[config.mk]
export PLATFORM = sky130hd
export DESIGN_NAME = mem_march_driver_flat
export DESIGN_NICKNAME = d
export VERILOG_FILES = /design/src/rtl/mem_march_if.sv /design/src/rtl/mem_march_driver.sv /design/src/flat_wrapper.sv
export SDC_FILE = /design/constraint.sdc
export NUM_CORES = 1
export LEC_CHECK = 0
export BUFFER_PORTS_ARGS = -buffer_cell sky130_fd_sc_hd__buf_2
export CAP_MARGIN = 20
export CORE_MARGIN = 1
export CORE_UTILIZATION = 40
export DETAILED_ROUTE_END_ITERATION = 16
export GPL_TIMING_DRIVEN = 0
export MAX_ROUTING_LAYER = met4
export PLACE_DENSITY = 0.67
export SLEW_MARGIN = 40
export SYNTH_ARGS = -nofsm -noshare
export SYNTH_HDL_FRONTEND = slang
export SYNTH_SLANG_ARGS = --single-unit
export TNS_END_PERCENT = 20
[constraint.sdc]
create_clock -name clk -period 1.8 [get_ports clk]
set_clock_uncertainty 0.1 [all_clocks]
set_input_delay 0.18 -clock clk [delete_from_list [all_inputs] [get_ports clk]]
set_output_delay 0.18 -clock clk [all_outputs]
set_load 0.03 [all_outputs]
[src/rtl/mem_march_if.sv]
// Pin-level bus between the march sequencer and the 64x8 latch memory.
// The master drives address, write strobe and write data; the slave returns read data.
interface mem_march_if #(
  parameter int ADDR_W = 6,
  parameter int DATA_W = 8
);
  logic [ADDR_W-1:0] mem_addr;
  logic              mem_wr_en;
  logic [DATA_W-1:0] mem_wdata;
  logic [DATA_W-1:0] mem_rdata;

  modport master (
    output mem_addr,
    output mem_wr_en,
    output mem_wdata,
    input  mem_rdata
  );

  modport slave (
    input  mem_addr,
    input  mem_wr_en,
    input  mem_wdata,
    output mem_rdata
  );
endinterface

[src/rtl/mem_march_driver.sv]
// Two-pass write/readback self-check sequencer for the latch memory.
// Reports pass/fail, the mismatch count and the first failing location.
module mem_march_driver #(
  parameter int ADDR_W   = 6,
  parameter int DATA_W   = 8,
  parameter int READ_LAT = 1
) (
  input  logic              clk,
  input  logic              rst_n,
  input  logic              start,
  input  logic [DATA_W-1:0] seed,
  mem_march_if.master       bus,
  output logic              busy,
  output logic              done,
  output logic              fail,
  output logic [ADDR_W+1:0] err_count,
  output logic [ADDR_W-1:0] first_err_addr,
  output logic              first_err_pass
);

  localparam int DEPTH = 1 << ADDR_W;
  localparam int CW    = ADDR_W + 2;
  localparam logic [ADDR_W-1:0] LAST = ADDR_W'(DEPTH - 1);
  localparam logic [CW-1:0] ISSUE_N = CW'(DEPTH);
  localparam logic [CW-1:0] RD_END  = CW'(DEPTH + READ_LAT - 1);

  typedef enum logic [2:0] {
    IDLE, W0, R0, W1, R1, DONE
  } state_t;

  state_t            state, state_d;
  logic [ADDR_W-1:0] addr, addr_d;
  logic [CW-1:0]     cnt, cnt_d;
  logic              ph, ph_d;
  logic              clr, pass, wr_st, rd_st, issue, mism;
  logic [DATA_W-1:0] seed_q;

  logic              pv [READ_LAT];
  logic [DATA_W-1:0] pe [READ_LAT];
  logic [ADDR_W-1:0] pa [READ_LAT];
  logic              pp [READ_LAT];

  function automatic logic [DATA_W-1:0] pat(
    input logic [DATA_W-1:0] s,
    input logic [ADDR_W-1:0] a,
    input logic              p
  );
    logic [DATA_W-1:0] v;
    v = DATA_W'(a) ^ s;
    return p ? ~v : v;
  endfunction

  assign pass  = (state == W1) || (state == R1);
  assign wr_st = (state == W0) || (state == W1);
  assign rd_st = (state == R0) || (state == R1);
  assign issue = rd_st && (cnt < ISSUE_N);
  assign mism  = pv[READ_LAT-1] &&
                 (bus.mem_rdata != pe[READ_LAT-1]);

  always_comb begin
    state_d = state;
    addr_d  = addr;
    cnt_d   = cnt;
    ph_d    = ph;
    clr     = 1'b0;
    unique case (state)
      IDLE, DONE: begin
        if (start) begin
          state_d = W0;
          addr_d  = '0;
          ph_d    = 1'b0;
          clr     = 1'b1;
        end
      end
      W0, W1: begin
        ph_d = ~ph;
        if (ph) begin
          if (addr == LAST) begin
            state_d = (state == W0) ? R0 : R1;
            addr_d  = '0;
            cnt_d   = '0;
          end else begin
            addr_d = addr + 1'b1;
          end
        end
      end
      R0, R1: begin
        cnt_d = cnt + 1'b1;
        ph_d  = 1'b0;
        // Address stops at the last word and is held through the drain
        if (cnt < ISSUE_N - 1'b1) addr_d = addr + 1'b1;
        if (cnt == RD_END) begin
          state_d = (state == R0) ? W1 : DONE;
          addr_d  = '0;
        end
      end
      default: state_d = IDLE;
    endcase
  end

  always_ff @(posedge clk) begin
    if (!rst_n) begin
      state  <= IDLE;
      addr   <= '0;
      cnt    <= '0;
      ph     <= 1'b0;
      seed_q <= '0;
    end else begin
      state <= state_d;
      addr  <= addr_d;
      cnt   <= cnt_d;
      ph    <= ph_d;
      if (clr) seed_q <= seed;
    end
  end

  always_ff @(posedge clk) begin
    if (!rst_n) begin
      for (int i = 0; i < READ_LAT; i++) begin
        pv[i] <= 1'b0;
        pe[i] <= '0;
        pa[i] <= '0;
        pp[i] <= 1'b0;
      end
    end else begin
      pv[0] <= issue;
      pe[0] <= pat(seed_q, addr, pass);
      pa[0] <= addr;
      pp[0] <= pass;
      for (int i = 1; i < READ_LAT; i++) begin
        pv[i] <= pv[i-1];
        pe[i] <= pe[i-1];
        pa[i] <= pa[i-1];
        pp[i] <= pp[i-1];
      end
    end
  end

  always_ff @(posedge clk) begin
    if (!rst_n) begin
      err_count      <= '0;
      fail           <= 1'b0;
      first_err_addr <= '0;
      first_err_pass <= 1'b0;
    end else if (clr) begin
      err_count      <= '0;
      fail           <= 1'b0;
      first_err_addr <= '0;
      first_err_pass <= 1'b0;
    end else if (mism) begin
      err_count <= err_count + 1'b1;
      fail      <= 1'b1;
      if (!fail) begin
        first_err_addr <= pa[READ_LAT-1];
        first_err_pass <= pp[READ_LAT-1];
      end
    end
  end

  assign busy          = wr_st || rd_st;
  assign done          = (state == DONE);
  assign bus.mem_addr  = addr;
  assign bus.mem_wr_en = wr_st && !ph;
  assign bus.mem_wdata = wr_st ? pat(seed_q, addr, pass) : '0;

endmodule
[src/flat_wrapper.sv]
// flat-port wrapper written by rule: the top's interface ports become plain ports
module mem_march_driver_flat 
#(
  parameter int ADDR_W   = 6,
  parameter int DATA_W   = 8,
  parameter int READ_LAT = 1
)
  (clk, rst_n, start, seed, busy, done, fail, err_count, first_err_addr, first_err_pass, bus_mem_addr, bus_mem_wr_en, bus_mem_wdata, bus_mem_rdata);
  mem_march_if #(.ADDR_W(ADDR_W), .DATA_W(DATA_W)) bus_i ();
  input  logic clk;
  input  logic rst_n;
  input  logic start;
  input  logic [DATA_W-1:0] seed;
  output logic busy;
  output logic done;
  output logic fail;
  output logic [ADDR_W+1:0] err_count;
  output logic [ADDR_W-1:0] first_err_addr;
  output logic first_err_pass;
  output wire logic [$bits(bus_i.mem_addr)-1:0] bus_mem_addr;
  output wire logic [$bits(bus_i.mem_wr_en)-1:0] bus_mem_wr_en;
  output wire logic [$bits(bus_i.mem_wdata)-1:0] bus_mem_wdata;
  input wire logic [$bits(bus_i.mem_rdata)-1:0] bus_mem_rdata;
  assign bus_mem_addr = bus_i.mem_addr;
  assign bus_mem_wr_en = bus_i.mem_wr_en;
  assign bus_mem_wdata = bus_i.mem_wdata;
  assign bus_i.mem_rdata = bus_mem_rdata;
  mem_march_driver #(.ADDR_W(ADDR_W), .DATA_W(DATA_W), .READ_LAT(READ_LAT)) u_core (.clk(clk), .rst_n(rst_n), .start(start), .seed(seed), .bus(bus_i), .busy(busy), .done(done), .fail(fail), .err_count(err_count), .first_err_addr(first_err_addr), .first_err_pass(first_err_pass));
endmodule
==> results.cfg <==
[run_status]
status = complete, but fails checks
violations = design-rule violations, negative setup slack

[yosys]
syn_area_per_cell_um2 = 9.297
ys.flop_type = dfxtp_1
syn_area_um2 = 2743
synthArstFlopShare_pct = 0
ys_seq_elements = 58
syn-num-nets = 318
yosysSeqAreaShare_pct = 42.34
synth_top_area_share_pct = 42.34
netlist_instances = 295
ys_top_cells_by_area = dfxtp_1 42%, nor2_1 7.5%, xnor2_1 6.7%
synth_edf_count = 0
ys_warn_count = 0
synthDistinctLibCells = 50
yosys.area.top_type = dfxtp_1

[worst_setup_path]
cp_num_buf_inv = 3
slowest_stage = dfxtp_2
critPathKind = register to output port
critPathMaxStageDelay_ns = 0.34
path_cells = buf_6 -> and2b_2 -> nand2_4 -> o21ai_4 -> buf_12 -> xnor2_2 -> nor2_1 -> buf_4
required_ns = 1.52
endpoint_kind = output port
cp-start-kind = register
crit_fanout = 5
arrival_ns = 1.78
cp_top_family = simple AND/OR/NAND/NOR gates

[final_layout]
syn_to_final_growth_pct = 40.19
seq_area_um2 = 1182
antenna_cells = 0
post-route-cell-area_um2 = 3845
multi_input_area_um2 = 1712
layout.nets = 407
fillers = 541
drive_gt1_share_pct = 38.30

[floorplanning]
start_util_pct = 42.23
row_count = 29
core_um2 = 6495
die-area_um2 = 7192
die_h_um = 84.81
die_w_um = 84.81
pin_count = 52

[power]
p_clk_share_pct = 23.4
p_sw_w = 0.001824
cellPowerDensity_nw_per_um2 = 1302
combPwrFrac_pct = 45.2
leakage_nw = 1.665
power_frac_seq_pct = 31.4
ir_worst_vdd_mv = 1.025
p_sw_share_pct = 36.45
p_int_w = 0.003181

[detailed_routing]
drc = 4
wl_mm = 6.972
first_pass_iters = 14
via_per_inst = 5.258
drtIter0Drc = 109
wire_per_inst_um = 14.96
dr_total_vias = 2450
antenna_left = 0

[clocking]
clock_latency_ns = 0.34
cts.clk_slew.worst_paths_ns = 0.06
cts_buffers = 9
cts-root-buf = clkbuf_8
clockBufferDepth = 2
cts_tree = done
cts.sinks = 58
htree_levels = 3

[timing]
fmaxAchievable_ghz = 0.4846
worst_slew_pin_slew_ns = 0.5187
setup_viol = 19
fin_ws_ns = -0.2635
rsz0062_at_grt = yes
finalMaxSlewViolations = 0
period_needed_ns = 2.063
slew_headroom_pct = 65.42
hold_violations = 0
holdWs_ns = 0.07313
finalCritPeriodShare_pct = 114.6

[place]
gp_congestion = 0.8255
port_buffers = 51
pre_cts_ws_ns = -0.2266
placedInstanceArea_um2 = 3108
dpl.hpwl_mm = 4.312

[flow_run]
max-cap-violations = 0

[global_route]
first_global_vias = 2386
grt_use_total_pct = 20.65
grt_max_degree = 12
grt_pass1_wl_mm = 11.10
grt_overflow = 0
antenna_found_initial = 0

[worst_hold_path]
hold_path.class = input pin to register
-- path summary, 6_finish.rpt --
check                                     start                  endpoint  slack, ns  cells past startpoint
worst min register to register  u_core.pa[0][5]  u_core.first_err_addr[5]       0.36                      2
worst max register to register    u_core.cnt[1]    u_core.bus.mem_addr[4]      -0.17                      9
worst min-delay path                      rst_n           u_core.pa[0][5]       0.07                      2
worst max-delay path            u_core.state[2]          bus_mem_wdata[5]      -0.26                      8
-- cell usage after synthesis (3+ instances only) --
cell	instances
inv_1	6
nand4_1	4
o21ai_0	8
buf_6	3
buf_2	3
nor3_1	3
a21oi_1	17
nand3b_1	3
xnor2_1	21
and3_1	3
and2_1	8
nand2_1	12
nand3_1	6
nor2_1	55
nor3b_1	3
clkbuf_1	5
nand2b_1	6
ha_1	4
dfxtp_1	58
o31ai_1	3
xor2_1	11
mux2i_1	17
-- what timing repair did --
| item | 4_1_cts | 5_1_grt |
|---|---|---|
| endpoints found under the setup margin | 31 | 37 |
| gates cloned | 1 | 0 |
| hold endpoints to repair | 8 | 0 |
| hold buffers | 8 | 0 |
| gates resized for setup | 45 | 42 |
| pin swaps | 13 | 22 |
| buffers inserted | 11 | 8 |
-- logic make-up after synthesis --
kind of cell,synth area share (%)
xor+xnor,11.22
simple gates,22.26
buf+inv,3.695
mux,6.204
fa+ha+maj,1.825
compound gates,12.45
flops,42.34
-- power groups by stage --
stage                     Combinational [W]  Sequential [W]  Clock [W]
after floorplan                     0.00114         0.00158          0
after global routing                0.00241         0.00158    0.00127
after detailed placement            0.00148         0.00158          0
final                               0.00226         0.00157    0.00117
after CTS                           0.00192         0.00156    0.00120
after global placement              0.00147         0.00157          0
-- metal layers --
layer	GRT usage, %	routed length (um)
met4	10.02	316
met5	-	0
met3	6.686	316
met2	34.15	3480
met1	22.40	2858
-- layout make-up --
cell class	count	area share, %
Clock buffer	11	3.677
Buffer	12	2.636
Tap cell	77	2.506
Inverter	7	0.8135
Multi-Input combinational cell	219	44.52
Clock inverter	5	1.399
Sequential cell	58	30.75
Timing Repair Buffer	77	13.70
-- through the flow --
step	utilization [%]	std cells	setup TNS (ns)	total power, W
5_1_grt	59.20	466	-4.206	0.005265
3_5_place_dp	47.85	423	-4.682	0.003053
4_1_cts	56.08	459	-2.383	0.004682
3_3_place_gp	47.85	423	-4.531	0.003039
2_1_floorplan	-	295	-0.5730	0.002724
6_report	59.20	466	-2.862	0.005005
-- registers in the layout, indices dropped and copies added (netlist names) --
| name | cells |
|---|---|
| u_core.bus.mem_addr | 6 |
| u_core.first_err_addr | 6 |
| u_core.state | 3 |
| u_core.cnt | 8 |
| u_core.pa | 6 |
| u_core.first_err_pass | 1 |
| u_core.pp | 1 |
| u_core.pv | 1 |
| u_core.err_count | 8 |
| u_core.seed_q | 8 |
| u_core.pe | 8 |
| u_core.fail | 1 |
| u_core.ph | 1 |
-- worst register-to-register path: cells and delay by family (launching register included) --
family,cells,cell delay [ns]
AO/OA/AOI/OAI,3,0.59
buffers and inverters,3,0.41
flip-flops,1,0.36
AND/OR/NAND/NOR,2,0.28
adder cells (fa/ha/maj),1,0.11
-- placed cells by master, fill, tap and decap left out, drive strengths merged, types with 5 or more instances in the layout --
cell | netlist | routed
a21oi | 17 | 17
and2 | 8 | 8
buf | 7 | 77
clkbuf | 5 | 15
clkinv | 1 | 5
dfxtp | 58 | 58
dlygate4sd3 | 0 | 8
inv | 6 | 6
mux2i | 17 | 17
nand2 | 12 | 12
nand2b | 6 | 6
nand3 | 6 | 6
nand4 | 5 | 5
nor2 | 55 | 55
o21ai | 10 | 11
xnor2 | 22 | 22
xor2 | 11 | 11
Power figures use the tool's default switching activity.
